===== src/rtl/if_id_stage.sv =====
// IF/ID pipeline register with branch redirect tracking and saturating counters.
// A taken prediction turns the fall-through word held in the cycle after a branch into a bubble.
module if_id_stage #(
  parameter logic [31:0] NOP_INST = 32'h00000013
) (
  input  logic        clk,
  input  logic        reset,
  input  logic [31:0] IF_pc,
  input  logic [31:0] inst_mem_read_data,
  input  logic        IF_take,
  input  logic        EX_flush,
  input  logic        EX_MEM_stall,
  output logic [31:0] ID_inst,
  output logic [31:0] ID_pc,
  output logic        ID_valid,
  output logic        ID_branch,
  output logic [31:0] ID_imme,
  output logic [4:0]  ID_rs1,
  output logic [4:0]  ID_rs2,
  output logic [4:0]  ID_rd,
  output logic [31:0] branch_count,
  output logic [31:0] flush_count,
  output logic [31:0] kill_count
);

  localparam logic [6:0]  OPC_BRANCH = 7'b1100011;
  localparam logic [31:0] CNT_MAX    = 32'hFFFFFFFF;

  typedef enum logic {
    NORMAL,
    REDIRECT
  } state_t;

  state_t      state_q;
  state_t      state_d;
  logic [31:0] inst_q;
  logic [31:0] pc_q;
  logic        valid_q;
  logic        kill;
  logic        advance;

  assign advance = !EX_MEM_stall;

  // NOTE: sequential state uses non-blocking assignments so every register
  // samples the pre-edge values, independent of statement order.
  always_ff @(posedge clk or posedge reset) begin
    if (reset) begin
      inst_q  <= NOP_INST;
      pc_q    <= 32'd0;
      valid_q <= 1'b0;
    end else if (advance) begin
      pc_q <= IF_pc;
      if (EX_flush) begin
        inst_q  <= NOP_INST;
        valid_q <= 1'b0;
      end else begin
        inst_q  <= inst_mem_read_data;
        valid_q <= 1'b1;
      end
    end
  end

  // Wrong-path fall-through: held word right after a branch predicted taken.
  assign kill      = (state_q == REDIRECT) && IF_take;
  assign ID_valid  = valid_q && !kill;
  assign ID_inst   = ID_valid ? inst_q : NOP_INST;
  assign ID_pc     = pc_q;
  assign ID_branch = ID_valid && (inst_q[6:0] == OPC_BRANCH) && !EX_MEM_stall && !EX_flush;
  assign ID_imme   = {{20{ID_inst[31]}}, ID_inst[7], ID_inst[30:25], ID_inst[11:8], 1'b0};
  assign ID_rs1    = ID_inst[19:15];
  assign ID_rs2    = ID_inst[24:20];
  assign ID_rd     = ID_inst[11:7];

  always_ff @(posedge clk or posedge reset) begin
    if (reset) state_q <= NORMAL;
    else       state_q <= state_d;
  end

  // NOTE: state_d gets a default before any branch so no path leaves it
  // unassigned, which would otherwise infer a latch.
  always_comb begin
    state_d = state_q;
    if (advance) begin
      if (EX_flush)       state_d = NORMAL;
      else if (ID_branch) state_d = REDIRECT;
      else                state_d = NORMAL;
    end
  end

  function automatic logic [31:0] sat_inc(input logic [31:0] v);
    return (v == CNT_MAX) ? v : v + 32'd1;
  endfunction

  always_ff @(posedge clk or posedge reset) begin
    if (reset) begin
      branch_count <= 32'd0;
      flush_count  <= 32'd0;
      kill_count   <= 32'd0;
    end else begin
      if (ID_branch)           branch_count <= sat_inc(branch_count);
      if (EX_flush && advance) flush_count  <= sat_inc(flush_count);
      if (kill && advance)     kill_count   <= sat_inc(kill_count);
    end
  end

endmodule

===== config.mk =====
export PLATFORM = sky130hd
export DESIGN_NAME = if_id_stage
export DESIGN_NICKNAME = d
export VERILOG_FILES = /design/src/rtl/if_id_stage.sv
export SDC_FILE = /design/constraint.sdc
export NUM_CORES = 1
export LEC_CHECK = 0
export BUFFER_PORTS_ARGS = -buffer_cell sky130_fd_sc_hd__buf_2
export CAP_MARGIN = 30
export CORE_MARGIN = 5
export CORE_UTILIZATION = 50
export CTS_CLUSTER_SIZE = 25
export DETAILED_ROUTE_END_ITERATION = 16
export PLACE_DENSITY = 0.84
export REMOVE_ABC_BUFFERS = 1
export SLEW_MARGIN = 20
export SYNTH_ARGS = -nofsm -noshare
export SYNTH_HDL_FRONTEND = slang
export SYNTH_SLANG_ARGS = --single-unit

===== constraint.sdc =====
create_clock -name clk -period 10.5 [get_ports clk]
set_input_delay 2.625 -clock clk [delete_from_list [all_inputs] [get_ports clk]]
set_output_delay 2.625 -clock clk [all_outputs]
set_load 0.02 [all_outputs]

---- Word-level counts from Yosys, hierarchy flattened ----
Index checks and enable logic that the tools add are counted.
storage, ports and cells
  word-level logic and storage cells ...... 35
  bits of input ports ..................... 69
  register bits after elaboration ......... 162
  output and inout port bits .............. 209
operators by class
  add/subtract/negate cells ............... 3
  multiplexer cells ....................... 5
  reduce and logical (&&, ||, !) cells .... 13
  equal/unequal tests ..................... 4
  bitwise operators ....................... 3
operators by type and width
  operator                                        count
  adder 32 x 1 -> 32 bit (second input constant)  3
  == test 32 bit (second input constant)          3
  2-to-1 mux 32 bit                               2
  == test 7 bit (second input constant)           1
  logical AND 1 bit                               7
  AND reduction 2 bit                             3
  logical NOT 1 bit                               3
  2-to-1 mux 1 bit                                3
  NOT 1 bit                                       3

---- Logic depth before layout (Yosys ltp) ----
Gate-level depths: netlist of run 1.
  depth in word-level cells ............... 8
  mapped depth ............................ 7
  gate-level depth less buffers ........... 6

---- Worst setup path after synthesis of run 1 ----
Ideal clock, no wire load.
  kind .................................... input to output
  start ................................... in IF_take
  end ..................................... out ID_imme[13]
  buffers on the path ..................... 2
  arrival ................................. 4.044 ns
  required time ........................... 7.875 ns
  cell stages on the path ................. 4
  setup slack ............................. 3.831 ns
  path through ............................ a21boi_1 clkbuf_1 and2_1 buf_4
on the way
  longest elaborated chain between the ends .. 4
ends and longest elaborated chain
  element            RTL line  RTL
  from (decl)        10        input logic IF_take,
  logical AND 1 bit  64        assign kill = (state_q == REDIRECT) && IF_take;
  logical NOT 1 bit  65        assign ID_valid = valid_q && !kill;
  logical AND 1 bit  65
  2-to-1 mux 32 bit  66        assign ID_inst = ID_valid ? inst_q : NOP_INST;
  to (decl)          17        output logic [31:0] ID_imme,
No other way between the ends.

---- Worst setup path in the final report of run 1 ----
  start ................................... in IF_take
  end ..................................... out ID_imme[25]
Same word-level chain as after synthesis.

==> results by group, run 1 <==
Setup path
  • Crit path largest cell delay: roughly 0.5 ns
  • Critical path fanouts, max: 36
  • Crit. End Element: output port
  • RR Endpoint: branch_count[16]$_DFFE_PP0P_
  • Worst setup SP type: primary input
  • Critical Path Start: IF_take
  • CP arrival: 3.93 ns
  • Reg2Reg Depth: 5
  • Reg2reg setup slack: 7.94 ns
  • Worst R2R Start: inst_q[1]$_DFFE_PP1N_
  • CP max-delay cell: and2_1
  • Top cell by count, worst path: buf_2
  • CP cell instances: buf_2 -> a21boi_2 -> buf_4 -> and2_1 -> buf_2
  • Setup CP Type: in2out
  • Setup crit end: ID_imme[25]
  • Worst Path Required: 7.88 ns

CTS
  • Maximum root-to-sink buffer count: 2
  • CTS root buf: clkbuf_16
  • Post-CTS Hold Buffers: 0
  • CTS tree: yes
  • Resized cells post-CTS: 0
  • Cts bufs inserted: 17
  • CTS clock-pin slew for the worst setup and hold paths: about 0.06 ns
  • Sink Count: 162
  • Clock Latency Late Sink: 0.42 ns
  • H-tree level count: 4
  • Post-CTS Setup Repair Bufs: 0

STA
  • Setup violations, final: 0
  • RSZ-0062 raised after global routing: no
  • Fin Clk Skew: 0.00866 ns
  • Least-Margin Pin Slew: just over 0.7 ns
  • Slew Limit Fails: 0
  • Fmax: 153 MHz
  • Final worst slack: between 3 and 4 ns
  • Setup TNS: 0 ns
  • Endpoints failing hold: 0
  • Slew HR: 52.6%
  • Part of the cycle the worst path needs: between 60% and 70%
  • Minimum clock period: 6.55 ns

Power and ir drop
  • P_sw: 0.000395 W
  • Leakage: 5.03 nW
  • Sw Share: 26.3%
  • Comb pwr share: between 10 and 15%
  • Clock share of power: between 40% and 50%
  • Max IR drop VDD: about 130 µV
  • Design Power: ~0.0015 W
  • Int Pwr: about 0.0011 W
  • Seq pwr share: 46.0%
  • Power Density: 157 nW/µm²

Detailed routing
  • Routed WL: 19800 µm
  • Post-DR wirelength/cell: between 15 and 20 µm
  • DRT iter0 DRCs: 262
  • Post-route ant nets: 0
  • Vias: 6024
  • Remaining DRCs: 0
  • Detail-routed via count per cell: 5.40
  • Pre-Repair DR Iteration Count: 5

Synth
  • Sequential-to-total area share from yosys stat: 52.5%
  • Main area contributors after synthesis: dfrtp_1 52%, xnor2_1 5.4%, mux2_2 5.0%
  • Top-area cell type share of the netlist area: 51.5%
  • Post-synth EDFFs: 0
  • #FFs+latches synth: around 160
  • Post-synthesis cell type count: 57
  • Yosys top cell by area: dfrtp_1
  • Syn Inst Count: 679
  • Avg Synthesized Cell Area: ~11 µm²
  • Async set or reset register ratio after synthesis: 100%
  • Synth Flop Type: dfrtp_1
  • Synthesized cell area: just under 8000 µm²
  • Syn. warnings: 0

Global route
  • GRT Residual Overflow: 0
  • First-pass GRT wire length: between 30000 and 40000 µm
  • Largest net degree at the start of global routing: 59
  • GRT Overall Usage: 21.9%
  • Vias in the first global route: a little over 6000
  • Initial antenna violation count: 0

Layout
  • Multi-input gate area: around 3200 µm²
  • Most frequent cells in the layout: 276 x buf_2, 159 x dfrtp_1, 52 x nand2_1
  • Fraction of layout cells with a size suffix above 1: between 40 and 50%
  • Nets: 988
  • Reg area: 4060 µm²
  • Synthesis-to-finish area growth: 23.9%
  • Core Util, Final: a little over three fifths
  • Most common cell after layout, fill and taps aside: buf_2
  • Fillers: 1222
  • Antenna cells: 0

Floorplan
  • Top Ports: 278
  • # rows: 45
  • Core area: 15200 µm²
  • Die ar.: 18000 µm²
  • Initial core utilization: between 50% and 60%
  • Die width: 134 µm
  • Die Y: 134 µm

Place
  • DP HPWL: 14800 µm
  • GPL Wtd Cong: 0.847
  • IO buf count: 276
  • Pre-CTS WS: 3.95 ns

Min path
  • HP Class: reg2reg

Flow run
  • Max-capacitance violation count: 0

Outcome
  • Status: completed
-- state kept, by name, indices dropped and copies added, names as in the netlist --
name	count
state_q	1
branch_count	32
valid_q	1
flush_count	32
ID_pc	32
kill_count	32
inst_q	32
-- worst min path at each step --
stage          cells after the start                       start                         end  slack, ns
6_report                           1  kill_count[15]$_DFFE_PP0P_  kill_count[15]$_DFFE_PP0P_       0.48
4_1_cts                            1  kill_count[15]$_DFFE_PP0P_  kill_count[15]$_DFFE_PP0P_       0.49
5_1_grt                            1  kill_count[15]$_DFFE_PP0P_  kill_count[15]$_DFFE_PP0P_       0.50
3_3_place_gp                       1         valid_q$_DFFE_PP0N_         valid_q$_DFFE_PP0N_       0.46
2_1_floorplan                      2      inst_q[30]$_DFFE_PP0N_      inst_q[30]$_DFFE_PP0N_       0.44
3_5_place_dp                       1         valid_q$_DFFE_PP0N_         valid_q$_DFFE_PP0N_       0.47
-- power groups by stage --
stage / registers [W] / clock network (W) / logic, W
2_1_floorplan: 0.000724 / 0 / 0.0000823
3_3_place_gp: 0.000697 / 0 / 0.000190
3_5_place_dp: 0.000700 / 0 / 0.000195
4_1_cts: 0.000689 / 0.000626 / 0.000197
5_1_grt: 0.000695 / 0.000658 / 0.000210
6_report: 0.000690 / 0.000616 / 0.000193
-- cell type report --
cell class                      instances  area share, %
Clock buffer                           21           4.60
Sequential cell                       162           42.4
Inverter                                6          0.288
Timing Repair Buffer                  283           15.2
Tap cell                              188           2.46
Multi-Input combinational cell        446           33.7
Clock inverter                         10           1.42
-- layer usage --
layer | wire (µm) | track usage [%] | vias up | part of all wire (%)
met5 | 0 | 0 | - | 0
met4 | 238 | 6.17 | 0 | 1.2
met3 | 1350 | 6.83 | 23 | 6.8
met2 | 9810 | 35.5 | 200 | 50
met1 | 8370 | 28.7 | 2970 | 42
li1 | - | - | 2831 | -
-- synth_stat cells (3+ instances only) --
cell and count:
dfrtp_1 159, nand2_1 52, xnor2_1 48, buf_4 47, xor2_1 39, and2_1 36, mux2_2 34, nand3_1 31
a22o_1 28, nand4_1 26, nor2_1 23, nor3_1 21, and3_1 19, and4_1 11, clkbuf_1 7, a31oi_1 6
buf_1 6, inv_1 6, nand2b_1 6, nor4_1 6, buf_2 5, o21ai_0 5, a21oi_1 4, nor3_2 4
a2111oi_0 3, dfstp_2 3, ha_1 3, nand4_2 3
-- worst max-delay path, delay by kind of cell --
| family | cells | cell delay, ns |
|---|---|---|
| compound gates | 1 | 0.10 |
| buf+inv | 3 | 0.69 |
| simple gates | 1 | 0.49 |
-- metrics by stage --
step           instances  instance area (µm²)  hold slack [ns]
6_report            1116                 9570            0.483
5_1_grt             1116                 9570            0.496
4_1_cts             1115                 9570            0.487
3_5_place_dp        1084                 8990            0.467
3_3_place_gp        1083                 8960            0.460
2_1_floorplan        614                 7300            0.444
-- kinds of logic after synthesis --
family                   Yosys count  share of synthesized area, %
AND/OR/NAND/NOR                  264                          20.2
flip-flops                       162                          52.5
XOR/XNOR                          87                          9.87
buffers and inverters             71                          5.82
AO/OA/AOI/OAI                     57                          6.04
multiplexers                      34                          4.96
adder cells (fa/ha/maj)            3                         0.486
other                              1                        0.0486
Note: power is estimated with default switching activity, not from simulation.
==> inputs of run 2 (changes only) <==
Settings changed: CORE_UTILIZATION 50 to 45, PLACE_DENSITY 0.84 to 0.8.
Clock period 10.5 ns to 5.3 ns, I/O delays scaled along.
==> run 2 against run 1 <==
Register-to-register slack worse by 5.3 ns; via count hardly changed; clock power is 100% higher; cell count rose by 3.1%; die area up 10%; setup slack worse by 2.8 ns; routed wire length is 0.66% higher; global-route usage is 1.9 points lower; critical endpoint is now ID_imme[17].
==> results by group, run 2 (same netlist as run 1, synthesis figures left out) <==
Global route
  • Initial antenna violation count: 0 (unchanged)
  • GRT Residual Overflow: 0 (unchanged)
  • Largest net degree at the start of global routing: 87 (+47%)
  • Vias in the first global route: 6118 (+0.66%)
  • First-pass GRT wire length: 32200 µm (+1.1%)
  • GRT Overall Usage: 20.0% (-1.9 points)

Power and ir drop
  • P_sw: 0.000821 W (+110%)
  • Comb pwr share: 12.6% (-0.3 points)
  • Seq pwr share: 45.7% (-0.3 points)
  • Leakage: 5.02 nW (-0.26%)
  • Power Density: 311 nW/µm² (+98%)
  • Int Pwr: 0.00216 W (+96%)
  • Max IR drop VDD: 217 µV (+73%)
  • Sw Share: 27.5% (+1.2 points)
  • Clock share of power: 41.7% (+0.6 points)

STA
  • Fmax: 240 MHz
  • Minimum clock period: 4.17 ns
  • RSZ-0062 raised after global routing: no
  • Slew HR: 40.7% (-12 points)
  • Least-Margin Pin Slew: 0.884 ns (+0.175 ns)
  • Fin Clk Skew: 0.00965 ns (+0.000990 ns)
  • Setup violations, final: 0 (unchanged)
  • Part of the cycle the worst path needs: between 70 and 80%
  • Hold WS: 0.471 ns (-0.0121 ns)
  • Endpoints failing hold: 0 (unchanged)
  • Slew Limit Fails: 0 (unchanged)

Floorplan
  • # rows: 48 (+6.7%)
  • Top Ports: 278 (unchanged)
  • Die ar.: 19900 µm² (+10%)
  • Die width: 141 µm (+5.0%)
  • Core area: 17100 µm² (+12%)
  • Die Y: 141 µm (+5.0%)
  • Initial core utilization: 45.3% (-5.5 points)

CTS
  • Post-CTS Setup Repair Bufs: 0 (unchanged)
  • Clock Latency Late Sink: 0.42 ns (about the same)
  • Resized cells post-CTS: 0 (unchanged)
  • Post-CTS Hold Buffers: 0 (unchanged)
  • CTS clock-pin slew for the worst setup and hold paths: 0.06 ns (about the same)
  • H-tree level count: 4 (unchanged)
  • CTS root buf: clkbuf_16
  • Cts bufs inserted: 17 (unchanged)
  • Sink Count: 162 (unchanged)
  • Maximum root-to-sink buffer count: 2 (unchanged)
  • CTS tree: yes

Detailed routing
  • Remaining DRCs: 0 (unchanged)
  • Detail-routed via count per cell: 5.23 (-3.1%)
  • Post-route ant nets: 0 (unchanged)
  • Post-DR wirelength/cell: 17.3 µm (-2.4%)
  • Vias: 6023 (-0.017%)
  • DRT iter0 DRCs: 300 (+15%)
  • Pre-Repair DR Iteration Count: 5 (unchanged)
  • Routed WL: 19900 µm (+0.66%)

Setup path
  • CP arrival: 2.84 ns (-1.09 ns)
  • CP cell instances: buf_2 -> a21boi_2 -> and2_1 -> buf_2
  • Top cell by count, worst path: buf_2
  • Worst Path Required: 3.97 ns (-3.91 ns)
  • Worst setup SP type: primary input
  • Setup CP Type: in2out
  • CP max-delay cell: a21boi_2
  • Worst R2R Start: inst_q[1]$_DFFE_PP1N_
  • Crit. End Element: output port
  • Critical Path Start: IF_take
  • Crit path largest cell delay: 0.61 ns (+0.12 ns)
  • Critical path fanouts, max: 21 (-42%)

Outcome
  • Status: completed

Place
  • GPL Wtd Cong: 0.843 (-0.43%)
  • IO buf count: 276 (unchanged)
  • Placed cell count: 1120 (+3.3%)
  • DP HPWL: 14700 µm (-0.56%)

Layout
  • Fraction of layout cells with a size suffix above 1: 40.4% (+0.30 points)
  • Most common cell after layout, fill and taps aside: buf_2
  • Antenna cells: 0 (unchanged)
  • Final Non-Filler Cells: 1151 (+3.1%)
  • Synthesis-to-finish area growth: 24.3%
  • Most frequent cells in the layout: 276 x buf_2, 159 x dfrtp_1, 52 x nand2_1
  • Nets: 986 (-0.20%)

Flow run
  • Max-capacitance violation count: 0 (unchanged)

Min path
  • HP Class: reg2reg
  • Worst hold start: valid_q$_DFFE_PP0N_
-- run 2: cell types whose count changed in the layout (fill, tap and decap cells not counted) --
cell / delta
clkbuf_8: +1
buf_16: -1
bufinv_16: -1
inv_8: +1
clkinv_4: +1
clkbuf_1: -4
clkinv_2: -2
clkinvlp_4: +1
clkbuf_2: -1
inv_6: +3
-- run 2: cell type report --
class                      instances  area [µm²]
clock buffer                      18         439
fill                            1443        7460
sequential                       162        4060
timing repair buffer             281        1420
inverter                           6        27.5
multi-input combinational        446        3220
tap                              225         282
clock inverter                    13         150
-- run 2: metal layers --
metal	wire length (µm)	part of all wire (%)	track usage (%)	vias up
met5	0	0	0	-
met2	9520	48	31.9	217
li1	-	-	-	2832
met4	342	1.7	6.58	0
met3	1560	7.9	6.38	30
met1	8470	43	25.9	2944
-- run 2: power by group through the flow --
| stage | logic (W) | clock network, W | registers (W) |
|---|---|---|---|
| 5_1_grt | 0.000412 | 0.00133 | 0.00137 |
| 2_1_floorplan | 0.000163 | 0 | 0.00143 |
| 3_3_place_gp | 0.000371 | 0 | 0.00138 |
| 4_1_cts | 0.000382 | 0.00127 | 0.00136 |
| 3_5_place_dp | 0.000381 | 0 | 0.00138 |
| 6_report | 0.000376 | 0.00124 | 0.00136 |
-- run 2: worst paths after layout --
check                      cells after the start  slack (ns)                            to
max in group asynchronous                      3        3.27         inst_q[4]$_DFFE_PP1N_
min in group asynchronous                      2        1.03   flush_count[11]$_DFFE_PP0P_
setup reg to reg                               5        2.66  branch_count[21]$_DFFE_PP0P_
setup / recovery                               4        1.13                   ID_imme[17]
hold reg to reg                                1        0.47           valid_q$_DFFE_PP0N_
hold / removal                                 1        0.47           valid_q$_DFFE_PP0N_
-- run 2: critical path, delay by kind of cell --
kind                   cells  cell delay (ns)
and+or+nand+nor            1             0.53
buffers and inverters      2             0.38
AOI/OAI and AO/OA          1             0.61
-- run 2: per-stage QoR --
| stage | power, W | worst slack [ns] | setup TNS (ns) | util [%] | area (µm²) |
|---|---|---|---|---|---|
| floorplan | 0.00160 | -1.44 | -93.24 | - | 7300 |
| global placement | 0.00175 | 1.22 | 0 | 52.8 | 9010 |
| detailed placement | 0.00177 | 1.11 | 0 | 52.8 | 9010 |
| CTS | 0.00301 | 1.11 | 0 | 56.3 | 9600 |
| global route | 0.00311 | 0.968 | 0 | 56.3 | 9600 |
| finish | 0.00298 | 1.13 | 0 | 56.3 | 9600 |
==> inputs of run 3 (changes only) <==
Settings changed: ABC_AREA set to 1, CORE_UTILIZATION 45 to 50, PLACE_DENSITY 0.8 to 0.82.
Clock period 5.3 ns to 4.3 ns, I/O delays scaled along.
==> run 3 against run 2 <==
Power increased by 21%; critical path depth increased by 3; critical endpoint is now ID_imme[29]; routed wire length increased by 34%; synthesized area increased by 23%; largest cell class is now multi-input gates; critical path type unchanged; highest routed layer is now met5.
==> results by group, run 3 <==
Synth
  • Syn. warnings: 0 (unchanged)
  • #FFs+latches synth: 162 (unchanged)
  • Post-synthesis simple-gate area fraction: 40.9% (+21 points)
  • Post-synthesis mux area share: 0% (-5.0 points)
  • Top-area cell type share of the netlist area: 42.0% (-9.5 points)
  • Post-Synth XOR/XNOR Area: 3.79% (-6.1 points)
  • Avg Synthesized Cell Area: 6.85 µm² (-40%)
  • Yosys top cell by area: dfrtp_1
  • Synth Area in Compound Gates: 2.00% (-4.0 points)
  • Sequential-to-total area share from yosys stat: 42.9% (-9.7 points)
  • Syn Inst Count: 1382 (+100%)
  • Post-synthesis cell type count: 30 (-47%)
  • Count leader, synth: nand2_1
  • Largest family of logic cells by synthesized area: simple AND/OR/NAND/NOR gates
  • Fraction of the mapped netlist area in adder cells: 0.396% (-0.090 points)
  • Post-synth EDFFs: 0 (unchanged)
  • Top cells by count, synth: 634 x nand2_1, 193 x nor2_1, 159 x dfrtp_1, 114 x inv_1, 56 x nand3_1
  • Synthesized cell area: 9470 µm² (+23%)
  • Main area contributors after synthesis: dfrtp_1 42%, nand2_1 25%, nor2_1 7.7%
  • Synth Flop Type: dfrtp_1
  • Async set or reset register ratio after synthesis: 100% (unchanged)

Setup path
  • Worst Path Required: 3.22 ns (-0.75 ns)
  • CP arrival: 2.39 ns (-0.45 ns)
  • Worst R2R Start: branch_count[0]$_DFFE_PP0P_
  • Reg2Reg Depth: 9 (+4)
  • RR Endpoint: branch_count[19]$_DFFE_PP0P_
  • Crit. End Element: output port
  • Reg2reg setup slack: 2.23 ns (-0.43 ns)
  • Critical path fanouts, max: 21 (unchanged)
  • Setup CP Type: in2out
  • Worst setup SP type: primary input

Floorplan
  • # rows: 50 (+4.2%)
  • Core area: 18700 µm² (+9.7%)
  • Initial core utilization: 50.6% (+5.3 points)
  • Die width: 148 µm (+4.7%)
  • Die Y: 148 µm (+4.7%)
  • Top Ports: 278 (unchanged)
  • Die ar.: 21800 µm² (+9.6%)

Min path
  • Number of cells on the worst hold path: 2 (+1)
  • Worst hold start: ID_pc[0]$_DFFE_PP0N_
  • HP Class: reg2reg
  • Hold Path Sink: ID_pc[0]$_DFFE_PP0N_

CTS
  • Sink Count: 162 (unchanged)
  • Post-CTS Hold Buffers: 0 (unchanged)
  • CTS clock-pin slew for the worst setup and hold paths: 0.07 ns (about the same)
  • H-tree level count: 4 (unchanged)
  • Post-CTS Setup Repair Bufs: 0 (unchanged)
  • Cts bufs inserted: 17 (unchanged)
  • Clock Latency Late Sink: 0.43 ns (about the same)
  • CTS tree: yes
  • Resized cells post-CTS: 0 (unchanged)
  • CTS root buf: clkbuf_16
  • Maximum root-to-sink buffer count: 2 (unchanged)

Layout
  • Synthesis-to-finish area growth: 19.8%
  • Fraction of layout cells with a size suffix above 1: 21.5% (-19 points)
  • Most frequent cells in the layout: 634 x nand2_1, 276 x buf_2, 192 x nor2_1
  • Nets: 1684 (+71%)
  • Most common cell after layout, fill and taps aside: nand2_1
  • Design Area, Final: 11300 µm² (+18%)

Global route
  • First-pass GRT wire length: 43700 µm (+36%)
  • GRT Overall Usage: 24.5% (+4.5 points)
  • GRT Residual Overflow: 0 (unchanged)
  • Largest net degree at the start of global routing: 102 (+17%)
  • Initial antenna violation count: 3 (+3)
  • Vias in the first global route: 8859 (+45%)

Detailed routing
  • Routed WL: 26600 µm (+34%)
  • DRT iter0 DRCs: 579 (+93%)
  • Vias: 9233 (+53%)
  • Remaining DRCs: 0 (unchanged)
  • Pre-Repair DR Iteration Count: 6 (+1)
  • Post-DR wirelength/cell: 14.3 µm (-17%)
  • Detail-routed via count per cell: 4.96 (-5.1%)
  • Post-route ant nets: 0 (unchanged)

STA
  • Endpoints failing hold: 0 (unchanged)
  • Setup violations, final: 0 (unchanged)
  • Final worst slack: 0.837 ns (-0.295 ns)
  • Hold WS: 0.471 ns (+0.000500 ns)
  • RSZ-0062 raised after global routing: no
  • Fmax: 289 MHz
  • Slew HR: 44.9% (+4.2 points)
  • Minimum clock period: 3.46 ns
  • Fin Clk Skew: 0.0144 ns (+0.00477 ns)
  • Slew Limit Fails: 0 (unchanged)
  • Least-Margin Pin Slew: 0.822 ns (-0.0624 ns)
  • Part of the cycle the worst path needs: 80.5%

Place
  • Placed cell areas: 10700 µm² (+19%)
  • DP HPWL: 20000 µm (+36%)
  • IO buf count: 276 (unchanged)
  • GPL Wtd Cong: 0.960 (+14%)
  • Pre-CTS WS: 0.831 ns (-0.278 ns)

Power and ir drop
  • Design Power: 0.00360 W (+21%)
  • Power Density: 317 nW/µm² (+2.1%)
  • Max IR drop VDD: 252 µV (+16%)
  • Leakage: 6.15 nW (+23%)

Flow run
  • Max-capacitance violation count: 0 (unchanged)

Outcome
  • Status: completed
## run 3: cell count changes in the layout (fill, tap and decap cells not counted), moves of 19 or more
cell	delta
nand2_1	+582
nor2_1	+170
inv_1	+108
and2_1	-34
mux2_2	-34
xnor2_1	-32
a22o_1	-28
o21ai_0	+28
nand3_1	+25
and3_1	-19
## run 3: final cells by class
class | instances | area, µm²
fill | 1691 | 7360
multi-input combinational | 1027 | 4460
sequential | 162 | 4060
timing repair buffer | 286 | 1490
clock buffer | 22 | 484
inverter | 118 | 448
tap | 234 | 293
clock inverter | 9 | 97.6
antenna | 2 | 5.00
## run 3: critical path, cell delays in order
cell     delay (ns)
buf_2          0.12
nand2_1        0.09
nand2_1        0.24
buf_4          0.32
nor2_1         0.12
buf_4          0.22
buf_2          0.20
## run 3: how the worst max path moves through the flow
stage | start | depth (start not counted) | to
after floorplan | IF_take | 3 | ID_imme[12]
after global placement | IF_take | 7 | ID_imme[28]
after detailed placement | IF_take | 7 | ID_imme[28]
after CTS | IF_take | 7 | ID_imme[28]
after global routing | IF_take | 7 | ID_imme[28]
final | IF_take | 7 | ID_imme[29]
## run 3: kinds of logic after synthesis
logic type	Yosys count
AOI/OAI and AO/OA	37
xor gates and xnor gates	41
adders and majority gates	3
buffers and inverters	193
DFF	162
other	1
and+or+nand+nor	945
## run 3: routing by layer
layer	share of wire (%)	GRT usage [%]	routed length, µm	vias up
met3	6.0	3.68	1610	52
met5	0.041	0	11	-
met1	42	30.7	11100	4232
met2	50	43.3	13200	326
met4	2.5	8.43	675	2
li1	-	-	-	4621
## run 3: power by group
group          switching, W  internal (W)  leakage, nW
clock              0.000641      0.000865        0.280
combinational      0.000306      0.000137         3.75
sequential        0.0000537       0.00159         2.12
## run 3: through the flow
step | TNS (ns) | instances | util, %
finish | 0 | 1860 | 60.6
global placement | 0 | 1825 | 57.3
CTS | 0 | 1856 | 60.4
detailed placement | 0 | 1825 | 57.3
floorplan | -258.05 | 1307 | -
global route | 0 | 1860 | 60.6
